**config.mk**
```make
export PLATFORM = sky130hd
export DESIGN_NAME = fp_dsqa_ctrl
export DESIGN_NICKNAME = d
export VERILOG_FILES = /design/src/rtl/fp_ctrl_pkg.sv /design/src/rtl/fp_ctrl_mac16.sv /design/src/rtl/fp_dsqa_ctrl.sv
export SDC_FILE = /design/constraint.sdc
export NUM_CORES = 1
export LEC_CHECK = 0
export CORE_ASPECT_RATIO = 1.4
export CORE_UTILIZATION = 44
export DETAILED_ROUTE_END_ITERATION = 12
export GPL_TIMING_DRIVEN = 0
export MAX_ROUTING_LAYER = met4
export PLACE_DENSITY = 0.82
export SYNTH_ARGS = -nofsm -noshare
export SYNTH_HDL_FRONTEND = slang
export SYNTH_SLANG_ARGS = --single-unit
```
**constraint.sdc**
```tcl
create_clock -name clk -period 2.3 [get_ports clk]
set_input_delay 0.69 -clock clk [delete_from_list [all_inputs] [get_ports clk]]
set_output_delay 0.69 -clock clk [all_outputs]
set_load 0.05 [all_outputs]
```
**src/rtl/fp_ctrl_pkg.sv**
```systemverilog
// fp_ctrl_pkg: shared constants and FSM state type for the custom-0 FP sequencer
package fp_ctrl_pkg;
  localparam int FP_W = 32;
  localparam logic [2:0] F3_MAC16 = 3'b000;
  localparam logic [2:0] F3_DSQA = 3'b010;
  localparam logic [2:0] F3_DSQS = 3'b011;
  typedef enum logic [2:0] {S_IDLE, S_SUB, S_MUL, S_ACC, S_DONE} state_t;
endpackage

```
**src/rtl/fp_ctrl_mac16.sv**
```systemverilog
// fp_ctrl_mac16: y = acc + sext(a)*sext(b), 32-bit wrapping integer multiply-add
module fp_ctrl_mac16
  import fp_ctrl_pkg::*;
(
  input  logic [FP_W-1:0] acc,
  input  logic [15:0]     a,
  input  logic [15:0]     b,
  output logic [FP_W-1:0] y
);
  logic signed [31:0] p;
  assign p = $signed(a) * $signed(b);
  assign y = acc + $unsigned(p);
endmodule

```
**src/rtl/fp_dsqa_ctrl.sv**
```systemverilog
// fp_dsqa_ctrl: sequences custom-0 DSQA/DSQS (rd +/- (rs1-rs2)^2) over shared FP add/mul units
// Ports: cmd_* valid/ready command in, res_* one-cycle result out,
// add_*/mul_* start/done handshakes and operands to the shared FP units.
// FP_CTRL_MAC16_EN enables funct3 000 as an internal 16x16 signed integer MAC; otherwise it is illegal.
module fp_dsqa_ctrl
  import fp_ctrl_pkg::*;
(
  input  logic            clk,
  input  logic            n_reset,
  input  logic            cmd_valid,
  output logic            cmd_ready,
  input  logic [2:0]      cmd_funct3,
  input  logic [FP_W-1:0] cmd_rs1,
  input  logic [FP_W-1:0] cmd_rs2,
  input  logic [FP_W-1:0] cmd_rd,
  output logic            res_valid,
  output logic [FP_W-1:0] res_data,
  output logic            res_err,
  output logic            add_start,
  output logic            mul_start,
  output logic            add_sub,
  output logic [FP_W-1:0] add_a,
  output logic [FP_W-1:0] add_b,
  output logic [FP_W-1:0] mul_a,
  output logic [FP_W-1:0] mul_b,
  input  logic            add_done,
  input  logic            mul_done,
  input  logic [FP_W-1:0] add_res,
  input  logic [FP_W-1:0] mul_res
);
  state_t          state;
  logic [2:0]      f3;
  logic [FP_W-1:0] rd_q;
  logic [FP_W-1:0] mac_y;
  logic            mac_ok;
`ifdef FP_CTRL_MAC16_EN
  logic [15:0] a16, b16;
  fp_ctrl_mac16 u_mac (.acc(rd_q), .a(a16), .b(b16), .y(mac_y));
  assign mac_ok = f3 == F3_MAC16;
`else
  assign mac_y  = rd_q;
  assign mac_ok = 1'b0;
`endif
  // Commands that bypass the FP units spend two cycles in DONE: the first
  // (res_valid still low) forms the result, the second presents it.
  always_ff @(posedge clk or negedge n_reset)
    if (!n_reset) begin
      state     <= S_IDLE;
      cmd_ready <= 1'b1;
      res_valid <= 1'b0;
      res_err   <= 1'b0;
      res_data  <= '0;
      add_start <= 1'b0;
      mul_start <= 1'b0;
      add_sub   <= 1'b0;
      add_a     <= '0;
      add_b     <= '0;
      mul_a     <= '0;
      mul_b     <= '0;
      f3        <= '0;
      rd_q      <= '0;
`ifdef FP_CTRL_MAC16_EN
      a16       <= '0;
      b16       <= '0;
`endif
    end else begin
      add_start <= 1'b0;
      mul_start <= 1'b0;
      case (state)
        S_IDLE:
          if (cmd_valid) begin
            cmd_ready <= 1'b0;
            f3        <= cmd_funct3;
            rd_q      <= cmd_rd;
`ifdef FP_CTRL_MAC16_EN
            a16       <= cmd_rs1[15:0];
            b16       <= cmd_rs2[15:0];
`endif
            if (cmd_funct3 == F3_DSQA || cmd_funct3 == F3_DSQS) begin
              state     <= S_SUB;
              add_start <= 1'b1;
              add_sub   <= 1'b1;
              add_a     <= cmd_rs1;
              add_b     <= cmd_rs2;
            end else
              state <= S_DONE;
          end
        S_SUB:
          if (add_done) begin
            state     <= S_MUL;
            mul_start <= 1'b1;
            mul_a     <= add_res;
            mul_b     <= add_res;
          end
        S_MUL:
          if (mul_done) begin
            state     <= S_ACC;
            add_start <= 1'b1;
            add_a     <= rd_q;
            add_b     <= mul_res;
            add_sub   <= f3 == F3_DSQS;
          end
        S_ACC:
          if (add_done) begin
            state     <= S_DONE;
            res_valid <= 1'b1;
            res_err   <= 1'b0;
            res_data  <= add_res;
          end
        S_DONE:
          if (res_valid) begin
            state     <= S_IDLE;
            res_valid <= 1'b0;
            res_err   <= 1'b0;
            cmd_ready <= 1'b1;
          end else begin
            res_valid <= 1'b1;
            res_err   <= !mac_ok;
            res_data  <= mac_ok ? mac_y : rd_q;
          end
        default: state <= S_IDLE;
      endcase
    end
endmodule

```
==> summary.md <==
| Metric | Value |
|---|---|
| Status | `finished clean` |
| Hold Slack | `203 ps` |
| Clock sinks | `172` |
| Register area share after synthesis | `53.0%` |
| Drt pass-1 iters | `4` |
| Max Clock Freq | `0.441 GHz` |
| Max VDD drop | `980 uV` |
| Largest net degree at the start of global routing | `107` |
| Warnings, synthesis | `0` |
| Syn nets | `694` |
| CTS root buffer | `clkbuf_16` |
| Crit path buf inv count | `1` |
| Synth area leaders | `dfrtp_1 (53%), mux2_2 (28%), mux2_4 (11%)` |
| # DRC | `0` |
| Clock Skew | `9.82 ps` |
| Yosys top cell area share | `52.7%` |
| Routed WL | `21,700 um` |
| Initial antenna violation count | `1` |
| Count leader, synth | `mux2_2` |
| Area Overhead vs Synth | `53.1%` |
| CORE AREA | `18,000 um^2` |
| Worst path depth | `1` |
| Worst setup startpoint | `add_a[28]` |
| CTS tree | `built` |
| Die footprint | `19,000 um^2` |
| 1st-iter DRT viols | `253` |
| Worst-Margin Slew | `715 ps` |
| Die Wd | `117 um` |
| P_leak | `5.95 nW` |
| Post-layout nets | `1,051` |
| Critical-path top delay cell | `clkdlybuf4s50_1` |
| GRT Total Usage | `24.2%` |
| Place WS | `-764 ps` |
| Vias | `5,624` |
| Rows | `58` |
| Kind of start point of the critical path | `flop` |
| R2R Path Start | `state[1]` |
| Tcrit/Tclk final | `98.6%` |
| CTS Buf Count | `17` |
| Io pins | `334` |
| Worst-Skew Late Latency | `420 ps` |
| First-pass GRT wire length | `32,900 um` |
| Flops & latches, synth | `172` |
| Post-Route Utilization | `69.1%` |
| Post-synth EDFFs | `0` |
| Share of cells above drive strength 1 | `39.7%` |
| Vias in the first global route | `6,135` |
| Area leader, netlist | `dfrtp_1` |
| Critical path class | `flop to output port` |
| Detail Route Antenna Nets | `0` |
| GP Congestion | `0.768` |
| FF-to-FF End | `mac_y[6]` |
| Synthesized netlist cell count | `526` |
| WP data required | `1610 ps` |
| Worst setup EP type | `output port` |
| CP arrival | `1580 ps` |
| Final Hold Viols | `0` |
| Crit Path Max Fanout | `2` |
| Synth top cells by count | `mux2_2 (201), dfrtp_1 (171), mux2_4 (58)` |
| Hold Path Class | `primary input to async pin` |
| Post-CTS Hold Buffers | `0` |
| Grt total ovfl | `0` |
| Final Setup Violations | `0` |
| Setup_tns | `0 ps` |
| Initial Util | `45.1%` |
| Maximum clock insertion buffer count | `2` |
| Syn avg cell area | `15.4 um^2` |
| Max Cap Viol | `0` |
| Routed len/inst | `19.1 um` |
| Crit path cell chain | `clkdlybuf4s50_1` |
| Async S/R FF share, synth | `100%` |
| Crit path max-delay family | `buffers and inverters` |
| Synthesized cell area | `8120 um^2` |
| Final Critical Period | `2270 ps` |
| HPWL after DPL | `16,100 um` |
| Worst-path clk slew | `70 ps` |
| Setup WS post-layout | `33.3 ps` |
| Max-slew violation count | `0` |
| Port Buffers | `333` |
| Die Y | `163 um` |
| Max-slew headroom | `52.3%` |
| Post-synth top flop | `dfrtp_1` |
| Crit path to | `add_a[28]` |
| Setup slack on the worst flop-to-flop path | `170 ps` |
| Max incr delay on CP | `810 ps` |
| R2R depth | `6` |
| H-tree depth | `4` |
| Vias per cell | `4.95` |
| Cell area power density | `1700 nW/um^2` |
| Synth cell types | `31` |
## kinds of logic after synthesis
group | after synthesis | share of synthesized area (%)
mux | 259 | 38.6
xor+xnor | 1 | 0.108
buf+inv | 65 | 5.87
compound gates | 13 | 1.34
simple gates | 16 | 1.09
flops | 172 | 53.0
## metrics by stage
step | instance area (um^2) | total power, mW | instances
after floorplan | 8120 | 14.6 | 526
after global placement | 11800 | 18.7 | 1099
final | 12400 | 21.1 | 1137
after CTS | 12300 | 21.3 | 1136
after detailed placement | 11800 | 18.9 | 1100
after global routing | 12400 | 22.0 | 1137
## metal layers
layer / part of all wire (%) / vias up / wire length, um / global-route usage (%)
met4: 1.9 / 0 / 411 / 7.71
met5: 0 / - / 0 / -
li1: - / 2574 / - / -
met2: 55 / 224 / 12000 / 44.1
met3: 6.3 / 26 / 1370 / 5.47
met1: 37 / 2800 / 7920 / 25.4
## how the worst min path moves through the flow
stage,end,cells past startpoint
2_1_floorplan,add_a[0],0
3_3_place_gp,add_sub,1
3_5_place_dp,add_sub,1
4_1_cts,add_b[13],1
5_1_grt,add_b[0],1
6_report,add_b[0],1
## power by group
part | internal (mW) | leakage (nW) | total (mW) | switching, mW
clock | 1.76 | 0.292 | 3.02 | 1.26
combinational | 4.87 | 3.61 | 12.6 | 7.68
sequential | 4.58 | 2.05 | 5.52 | 0.935
## registers in the layout (all words and copies together) (netlist names)
signal,count
add_b,32
state,3
add_start,1
res_valid,1
add_a,32
mac_y,32
mul_b,32
res_data,32
mul_start,1
cmd_ready,1
res_err,1
f3,3
add_sub,1
## repair_timing
action                                  CTS  global route
hold endpoints to repair                  0             0
cloned                                    0             0
pin swaps                                 1             0
resized for setup                       114            50
buffers inserted                          4             0
endpoints found under the setup margin  179            69
## cell usage in the layout, fill, tap and decap left out, drive strengths merged, types with 2 or more instances in the layout
| master | n |
|---|---|
| clkbuf | 23 |
| inv | 7 |
| buf | 64 |
| dlygate4sd2 | 110 |
| dfrtp | 171 |
| clkinvlp | 4 |
| nor2 | 4 |
| dlymetal6s2s | 49 |
| clkdlybuf4s50 | 173 |
| o21ai | 2 |
| a21oi | 2 |
| nand2 | 5 |
| clkinv | 2 |
| bufinv | 3 |
| o21a | 2 |
| mux2 | 259 |
## area by class of cell
class / count / area (um^2)
multi-input cells: 289 / 3350
flip-flops and latches: 172 / 4310
plain buffers: 63 / 477
clock inverters: 14 / 180
diodes: 1 / 2.50
well taps: 240 / 300
repair buffers: 338 / 3380
fillers: 1384 / 5560
inverters: 2 / 7.51
clock buffers: 18 / 439
No activity file was read; power rests on OpenSTA's default activity.
